`src/rtl/mul_seq_pkg.sv`:
```
// Shared types and constants for the multiplier operand sequencer.
// Holds the FSM encoding, default sizes and the address-range check.
package mul_seq_pkg;

    localparam int DEFAULT_DEPTH   = 48;
    localparam int DEFAULT_TIMEOUT = 1024;

    typedef enum logic [2:0] {
        S_IDLE  = 3'd0,
        S_READ  = 3'd1,
        S_CAPT  = 3'd2,
        S_START = 3'd3,
        S_WAIT  = 3'd4,
        S_WRITE = 3'd5,
        S_DONE  = 3'd6
    } state_e;

    function automatic logic addr_ok(input int addr, input int depth);
        return addr < depth;
    endfunction

endpackage

```
`src/rtl/mul_operand_sequencer_if.sv`:
```
// Command, RAM and multiplier bundle of the operand sequencer.
// master is the sequencer side, slave the RAM/multiplier/host side.
interface mul_operand_sequencer_if #(
    parameter int DATA = 256,
    parameter int ADDR = 6
);
    logic            cmd_valid;
    logic            cmd_ready;
    logic [ADDR-1:0] cmd_src_a;
    logic [ADDR-1:0] cmd_src_b;
    logic [ADDR-1:0] cmd_dst;
    logic            a_w;
    logic [ADDR-1:0] a_adbus;
    logic [DATA-1:0] a_data_in;
    logic [DATA-1:0] a_data_out;
    logic            b_w;
    logic [ADDR-1:0] b_adbus;
    logic [DATA-1:0] b_data_in;
    logic [DATA-1:0] b_data_out;
    logic            mul_start;
    logic [DATA-1:0] mul_op_a;
    logic [DATA-1:0] mul_op_b;
    logic            mul_done;
    logic [DATA-1:0] mul_result;
    logic            done;
    logic            err;
    logic            busy;

    modport master (
        input  cmd_valid, cmd_src_a, cmd_src_b, cmd_dst,
        input  a_data_out, b_data_out, mul_done, mul_result,
        output cmd_ready, a_w, a_adbus, a_data_in,
        output b_w, b_adbus, b_data_in,
        output mul_start, mul_op_a, mul_op_b,
        output done, err, busy
    );

    modport slave (
        output cmd_valid, cmd_src_a, cmd_src_b, cmd_dst,
        output a_data_out, b_data_out, mul_done, mul_result,
        input  cmd_ready, a_w, a_adbus, a_data_in,
        input  b_w, b_adbus, b_data_in,
        input  mul_start, mul_op_a, mul_op_b,
        input  done, err, busy
    );
endinterface

```
`src/rtl/mul_seq_timeout_ctr.sv`:
```
// Clear/enable cycle counter with a terminal flag.
// last is high when the next enabled count reaches LIMIT.
module mul_seq_timeout_ctr #(
    parameter int LIMIT = 1024
) (
    input  logic clk,
    input  logic rst_n,
    input  logic clr,
    input  logic en,
    output logic last
);
    localparam int W = $clog2(LIMIT + 1);

    logic [W-1:0] cnt_q;
    logic [W-1:0] cnt_d;

    // clear has priority over increment
    always_comb begin
        cnt_d = cnt_q;
        if (clr) begin
            cnt_d = '0;
        end else if (en) begin
            cnt_d = cnt_q + W'(1);
        end
    end

    // count register
    always_ff @(posedge clk) begin
        if (!rst_n) begin
            cnt_q <= '0;
        end else begin
            cnt_q <= cnt_d;
        end
    end

    assign last = (cnt_q == W'(LIMIT - 1));

endmodule

```
`src/rtl/mul_operand_sequencer.sv`:
```
// Reads two RAM operands, runs the field multiplier, writes back.
// One command in flight; outputs decode from registered state/data.
module mul_operand_sequencer
    import mul_seq_pkg::*;
#(
    parameter int DATA    = 256,
    parameter int ADDR    = 6,
    parameter int DEPTH   = DEFAULT_DEPTH,
    parameter int TIMEOUT = DEFAULT_TIMEOUT
) (
    input logic                   clk,
    input logic                   rst_n,
    mul_operand_sequencer_if.master bus
);
    state_e          state_q, state_d;
    logic [ADDR-1:0] a_ad_q, a_ad_d;
    logic [ADDR-1:0] b_ad_q, b_ad_d;
    logic [ADDR-1:0] dst_q, dst_d;
    logic [DATA-1:0] op_a_q, op_a_d;
    logic [DATA-1:0] op_b_q, op_b_d;
    logic [DATA-1:0] res_q, res_d;
    logic            err_q, err_d;
    logic            ctr_clr;
    logic            ctr_en;
    logic            ctr_last;
    logic            cmd_ok;

    assign cmd_ok = addr_ok(int'(bus.cmd_src_a), DEPTH)
                 && addr_ok(int'(bus.cmd_src_b), DEPTH)
                 && addr_ok(int'(bus.cmd_dst), DEPTH);

    mul_seq_timeout_ctr #(
        .LIMIT (TIMEOUT)
    ) u_tmo (
        .clk   (clk),
        .rst_n (rst_n),
        .clr   (ctr_clr),
        .en    (ctr_en),
        .last  (ctr_last)
    );

    // next-state and datapath load decisions
    always_comb begin
        state_d = state_q;
        a_ad_d  = a_ad_q;
        b_ad_d  = b_ad_q;
        dst_d   = dst_q;
        op_a_d  = op_a_q;
        op_b_d  = op_b_q;
        res_d   = res_q;
        err_d   = 1'b0;
        ctr_clr = 1'b0;
        ctr_en  = 1'b0;
        unique case (state_q)
            S_IDLE: begin
                if (bus.cmd_valid) begin
                    if (cmd_ok) begin
                        a_ad_d  = bus.cmd_src_a;
                        b_ad_d  = bus.cmd_src_b;
                        dst_d   = bus.cmd_dst;
                        state_d = S_READ;
                    end else begin
                        err_d = 1'b1;
                    end
                end
            end
            S_READ: begin
                state_d = S_CAPT;
            end
            S_CAPT: begin
                op_a_d  = bus.a_data_out;
                op_b_d  = bus.b_data_out;
                state_d = S_START;
            end
            S_START: begin
                ctr_clr = 1'b1;
                state_d = S_WAIT;
            end
            S_WAIT: begin
                if (bus.mul_done) begin
                    res_d   = bus.mul_result;
                    a_ad_d  = dst_q;
                    state_d = S_WRITE;
                end else begin
                    ctr_en = 1'b1;
                    if (ctr_last) begin
                        err_d   = 1'b1;
                        state_d = S_IDLE;
                    end
                end
            end
            S_WRITE: begin
                state_d = S_DONE;
            end
            S_DONE: begin
                state_d = S_IDLE;
            end
            default: begin
                state_d = S_IDLE;
            end
        endcase
    end

    // state and datapath registers, cleared by reset
    always_ff @(posedge clk) begin
        if (!rst_n) begin
            state_q <= S_IDLE;
            a_ad_q  <= '0;
            b_ad_q  <= '0;
            dst_q   <= '0;
            op_a_q  <= '0;
            op_b_q  <= '0;
            res_q   <= '0;
            err_q   <= 1'b0;
        end else begin
            state_q <= state_d;
            a_ad_q  <= a_ad_d;
            b_ad_q  <= b_ad_d;
            dst_q   <= dst_d;
            op_a_q  <= op_a_d;
            op_b_q  <= op_b_d;
            res_q   <= res_d;
            err_q   <= err_d;
        end
    end

    assign bus.cmd_ready = rst_n && (state_q == S_IDLE);
    assign bus.busy      = (state_q != S_IDLE);
    assign bus.a_w       = (state_q == S_WRITE);
    assign bus.a_adbus   = a_ad_q;
    assign bus.a_data_in = (state_q == S_WRITE) ? res_q : '0;
    assign bus.b_w       = 1'b0;
    assign bus.b_adbus   = b_ad_q;
    assign bus.b_data_in = '0;
    assign bus.mul_start = (state_q == S_START);
    assign bus.mul_op_a  = op_a_q;
    assign bus.mul_op_b  = op_b_q;
    assign bus.done      = (state_q == S_DONE);
    assign bus.err       = err_q;

endmodule

```
`src/flat_wrapper.sv`:
```
// flat-port wrapper written by rule: the top's interface ports become plain ports
module mul_operand_sequencer_flat import mul_seq_pkg::*;
#(
    parameter int DATA    = 256,
    parameter int ADDR    = 6,
    parameter int DEPTH   = DEFAULT_DEPTH,
    parameter int TIMEOUT = DEFAULT_TIMEOUT
)
  (clk, rst_n, bus_cmd_valid, bus_cmd_src_a, bus_cmd_src_b, bus_cmd_dst, bus_a_data_out, bus_b_data_out, bus_mul_done, bus_mul_result, bus_cmd_ready, bus_a_w, bus_a_adbus, bus_a_data_in, bus_b_w, bus_b_adbus, bus_b_data_in, bus_mul_start, bus_mul_op_a, bus_mul_op_b, bus_done, bus_err, bus_busy);
  mul_operand_sequencer_if #(.DATA(DATA), .ADDR(ADDR)) bus_i ();
  input logic clk;
  input logic rst_n;
  input wire logic [$bits(bus_i.cmd_valid)-1:0] bus_cmd_valid;
  input wire logic [$bits(bus_i.cmd_src_a)-1:0] bus_cmd_src_a;
  input wire logic [$bits(bus_i.cmd_src_b)-1:0] bus_cmd_src_b;
  input wire logic [$bits(bus_i.cmd_dst)-1:0] bus_cmd_dst;
  input wire logic [$bits(bus_i.a_data_out)-1:0] bus_a_data_out;
  input wire logic [$bits(bus_i.b_data_out)-1:0] bus_b_data_out;
  input wire logic [$bits(bus_i.mul_done)-1:0] bus_mul_done;
  input wire logic [$bits(bus_i.mul_result)-1:0] bus_mul_result;
  output wire logic [$bits(bus_i.cmd_ready)-1:0] bus_cmd_ready;
  output wire logic [$bits(bus_i.a_w)-1:0] bus_a_w;
  output wire logic [$bits(bus_i.a_adbus)-1:0] bus_a_adbus;
  output wire logic [$bits(bus_i.a_data_in)-1:0] bus_a_data_in;
  output wire logic [$bits(bus_i.b_w)-1:0] bus_b_w;
  output wire logic [$bits(bus_i.b_adbus)-1:0] bus_b_adbus;
  output wire logic [$bits(bus_i.b_data_in)-1:0] bus_b_data_in;
  output wire logic [$bits(bus_i.mul_start)-1:0] bus_mul_start;
  output wire logic [$bits(bus_i.mul_op_a)-1:0] bus_mul_op_a;
  output wire logic [$bits(bus_i.mul_op_b)-1:0] bus_mul_op_b;
  output wire logic [$bits(bus_i.done)-1:0] bus_done;
  output wire logic [$bits(bus_i.err)-1:0] bus_err;
  output wire logic [$bits(bus_i.busy)-1:0] bus_busy;
  assign bus_i.cmd_valid = bus_cmd_valid;
  assign bus_i.cmd_src_a = bus_cmd_src_a;
  assign bus_i.cmd_src_b = bus_cmd_src_b;
  assign bus_i.cmd_dst = bus_cmd_dst;
  assign bus_i.a_data_out = bus_a_data_out;
  assign bus_i.b_data_out = bus_b_data_out;
  assign bus_i.mul_done = bus_mul_done;
  assign bus_i.mul_result = bus_mul_result;
  assign bus_cmd_ready = bus_i.cmd_ready;
  assign bus_a_w = bus_i.a_w;
  assign bus_a_adbus = bus_i.a_adbus;
  assign bus_a_data_in = bus_i.a_data_in;
  assign bus_b_w = bus_i.b_w;
  assign bus_b_adbus = bus_i.b_adbus;
  assign bus_b_data_in = bus_i.b_data_in;
  assign bus_mul_start = bus_i.mul_start;
  assign bus_mul_op_a = bus_i.mul_op_a;
  assign bus_mul_op_b = bus_i.mul_op_b;
  assign bus_done = bus_i.done;
  assign bus_err = bus_i.err;
  assign bus_busy = bus_i.busy;
  mul_operand_sequencer #(.DATA(DATA), .ADDR(ADDR), .DEPTH(DEPTH), .TIMEOUT(TIMEOUT)) u_core (.clk(clk), .rst_n(rst_n), .bus(bus_i));
endmodule
```
`config.mk`:
```
export PLATFORM = sky130hd
export DESIGN_NAME = mul_operand_sequencer_flat
export DESIGN_NICKNAME = d
export VERILOG_FILES = /design/src/rtl/mul_seq_pkg.sv /design/src/rtl/mul_operand_sequencer_if.sv /design/src/rtl/mul_seq_timeout_ctr.sv /design/src/rtl/mul_operand_sequencer.sv /design/src/flat_wrapper.sv
export SDC_FILE = /design/constraint.sdc
export NUM_CORES = 2
export LEC_CHECK = 0
export CAP_MARGIN = 20
export CORE_AREA = 2 2 714 716
export DETAILED_ROUTE_END_ITERATION = 6
export DIE_AREA = 0 0 716 718
export GPL_TIMING_DRIVEN = 1
export PLACE_DENSITY_LB_ADDON = 0.12
export SYNTH_ARGS = -nofsm -noshare
export SYNTH_HDL_FRONTEND = slang
export SYNTH_SLANG_ARGS = --single-unit
```
`constraint.sdc`:
```
create_clock -name clk -period 3.8 [get_ports clk]
set_clock_uncertainty 0.05 [all_clocks]
set_input_delay 1.14 -clock clk [delete_from_list [all_inputs] [get_ports clk]]
set_output_delay 1.14 -clock clk [all_outputs]
set_load 0.05 [all_outputs]
```
==> out/metrics.yaml <==
io_buffers: 1575
chipWidth_microns: 716
via_count: 33970
path_class: "flop to output port"
async_reset_ff_frac: 0
ant_nets: 0
grt_pass1_vias: 34190
fin_nets: 6361
synth.area.mux_share: 0.001925
numCtsBuffers: 136
multiInputGateArea_sq_um: 13170
synth_top_area_frac: 0.5140
end_kind: "output port"
antenna_found_initial: 227
synthTopCellsByArea: "dfxtp_1, nand2_1, a21oi_1, buf_4, and2_1"
coreArea_sq_um: 507100
io_pins: 1833
grt-ovfl-total: 0
final_common_cell: "nand2_1"
wl_per_cell_microns: 26.85
syn_area_sq_um: 31200
dieArea_sq_um: 514100
finalSetupViolations: 0
synthAdderAreaFrac: 0.0004011
period_share: 0.9596
rows: 262
cts_sinks: 801
p_total_w: 0.02683
clock_latency_ns: 0.83
cp.required_ns: 2.61
synth-simple-area-share: 0.2496
drt_iter0_drc: 1515
yosys_warnings: 0
reg2reg_depth: 6
maxSlewHeadroom: 0.3198
ys_seq_elements: 801
r2r_start: "u_core.state_q[0]$_SDFFE_PN0P_"
avgSynthCellArea_sq_um: 7.710
regToRegSetupSlack_ns: 1.16
grt_pass1_wl_microns: 415200
fin_util: 0.1222
gp_congestion: 0.9522
reg2reg_to: "u_core.bus.mul_op_a[199]$_SDFFE_PN0P_"
min_from: "u_core.res_q[184]$_SDFFE_PN0P_"
layout-drive-gt1-share: 0.1306
setup.worst_path.start_class: "flop"
fmax_ghz: 0.2742
fin_setup_tns_ns: 0
die_h_microns: 718
clk_pin_slew_worst_paths_ns: 0.05
p_leak_nw: 20.32
drt_wl_total_microns: 334400
critPathLaunch: "u_core.state_q[2]$_SDFFE_PN0P_"
finalHoldViolCount: 0
grt_usage: 0.1250
detailed_place_hpwl_microns: 279200
synth-compound-area-share: 0.1298
power_density_nw_per_um2: 432.8
drcViolationCount: 0
timing.final.ws_setup_ns: 0.1534
final-seq-area_sq_um: 16040
synth-main-ff-cell: "dfxtp_1"
dr.pass1.iters: 6
most-common-layout-cells: "nand2_1, clkdlybuf4s50_1, dfxtp_1"
hold_path.class: "flop to flop"
cts_tree: "done"
fin_crit_ns: 3.647
cts_hold_buf: 0
tightest_slew_ns: 1.020
areaGrowthSynthToFinish_pct: 98.68
netlist_instances: 4046
drv_cap: 0
via_per_inst: 2.728
outcome: "finished, final reports clean"
clockBufferDepth: 4
nFillCells: 58090
synth_edf_count: 0
synth-xor-area-share: 0.002527
htreeDepth: 4
pre_cts_slack_ns: 0.3335
crit_fanout: 20
vdd_drop_max_uv: 325.9
synth_area_leader_cell: "dfxtp_1"
slew_violations: 0
clockRootBuffer: "clkbuf_16"
grt_max_degree: 145
hold_path_depth: 2
worstPathArrival_ns: 2.46
start_util: 0.06152
crit_path_end: "bus_a_data_in[205]"
ys_types: 36
synth_top_family_by_area: "simple AND/OR/NAND/NOR gates"
ys_seq_area_frac: 0.5140
[power breakdown]
group	switching [W]	internal (W)	leakage, nW
registers	0.000227	0.00873	6.48
logic	0.00332	0.00150	11.7
clock network	0.00528	0.00777	2.19
total	0.00883	0.0180	20.3
[layout make-up]
type | count | share of cell area
timing repair buffer | 1682 | 0.3181
sequential | 801 | 0.2588
multi-input combinational | 2944 | 0.2125
tap | 6732 | 0.1359
clock buffer | 191 | 0.06260
clock inverter | 44 | 0.009407
antenna | 55 | 0.002221
inverter | 5 | 0.0004643
[critical path: stages (launching register included)]
cell and delay, ns:
dfxtp_2 0.36, inv_4 0.08, nor2_4 0.13, buf_12 0.16, bufbuf_16 0.32, buf_16 0.19
and2_1 0.19, buf_12 0.15
[metal layers]
metal  part of all wire  vias up  track usage  wire length [microns]
met1               0.38    16240       0.1360                 125700
met2               0.49     1568       0.2183                 162800
met4              0.039       86      0.04225                  13110
met3              0.096      539      0.05108                  32160
li1                   -    15530            -                      -
met5             0.0017        -            0                    571
[cells in the mapped netlist (3+ instances only)]
| master | instances |
|---|---|
| and2_1 | 258 |
| buf_4 | 257 |
| nor2_1 | 14 |
| nand4_1 | 3 |
| nor3_1 | 6 |
| mux2i_1 | 6 |
| nand3_1 | 23 |
| dfxtp_1 | 801 |
| xnor2_1 | 7 |
| buf_1 | 4 |
| nand2_1 | 1556 |
| clkbuf_1 | 206 |
| o211a_1 | 6 |
| o21ai_1 | 14 |
| buf_2 | 84 |
| a21oi_1 | 772 |
| inv_2 | 3 |
[state kept, by name, summed over array words and instances, names as in the netlist]
register / cells
u_core.bus.a_adbus: 6
u_core.bus.b_adbus: 6
u_core.bus.mul_op_b: 256
u_core.u_tmo.cnt_q: 11
u_core.state_q: 3
u_core.bus.mul_op_a: 256
u_core.bus.err: 1
u_core.dst_q: 6
u_core.res_q: 256
[repair_timing]
item | in CTS | in global routing
resized for setup | 114 | 8
pin swaps | 6 | 1
setup buffers | 8 | 0
endpoints found under the setup margin | 247 | 21
endpoints found under the hold margin | 0 | 0
cloned | 12 | 0
[through the flow]
stage	std cells	hold WS (ns)	area (sq um)
3_5_place_dp	12150	0.3932	56710
2_1_floorplan	4302	0.3817	32160
4_1_cts	12400	0.4004	61860
5_1_grt	12410	0.4141	61870
3_3_place_gp	12150	0.3905	56710
6_report	12450	0.3982	61980
[worst min path at each step]
stage	endpoint
6_report	u_core.res_q[184]$_SDFFE_PN0P_
5_1_grt	u_core.res_q[190]$_SDFFE_PN0P_
4_1_cts	u_core.res_q[184]$_SDFFE_PN0P_
3_5_place_dp	u_core.res_q[184]$_SDFFE_PN0P_
3_3_place_gp	u_core.res_q[185]$_SDFFE_PN0P_
2_1_floorplan	u_core.res_q[0]$_SDFFE_PN0P_
[cells by family (layout without fill, tap and decap cells)]
kind of cell,Yosys count,in the layout
xor gates and xnor gates,9,9
other,1,312
adders and majority gates,1,1
DFF,801,801
and+or+nand+nor,1872,1872
muxes,6,6
AOI/OAI and AO/OA,799,799
buffers and inverters,557,1922
Power figures use the tool's default switching activity.
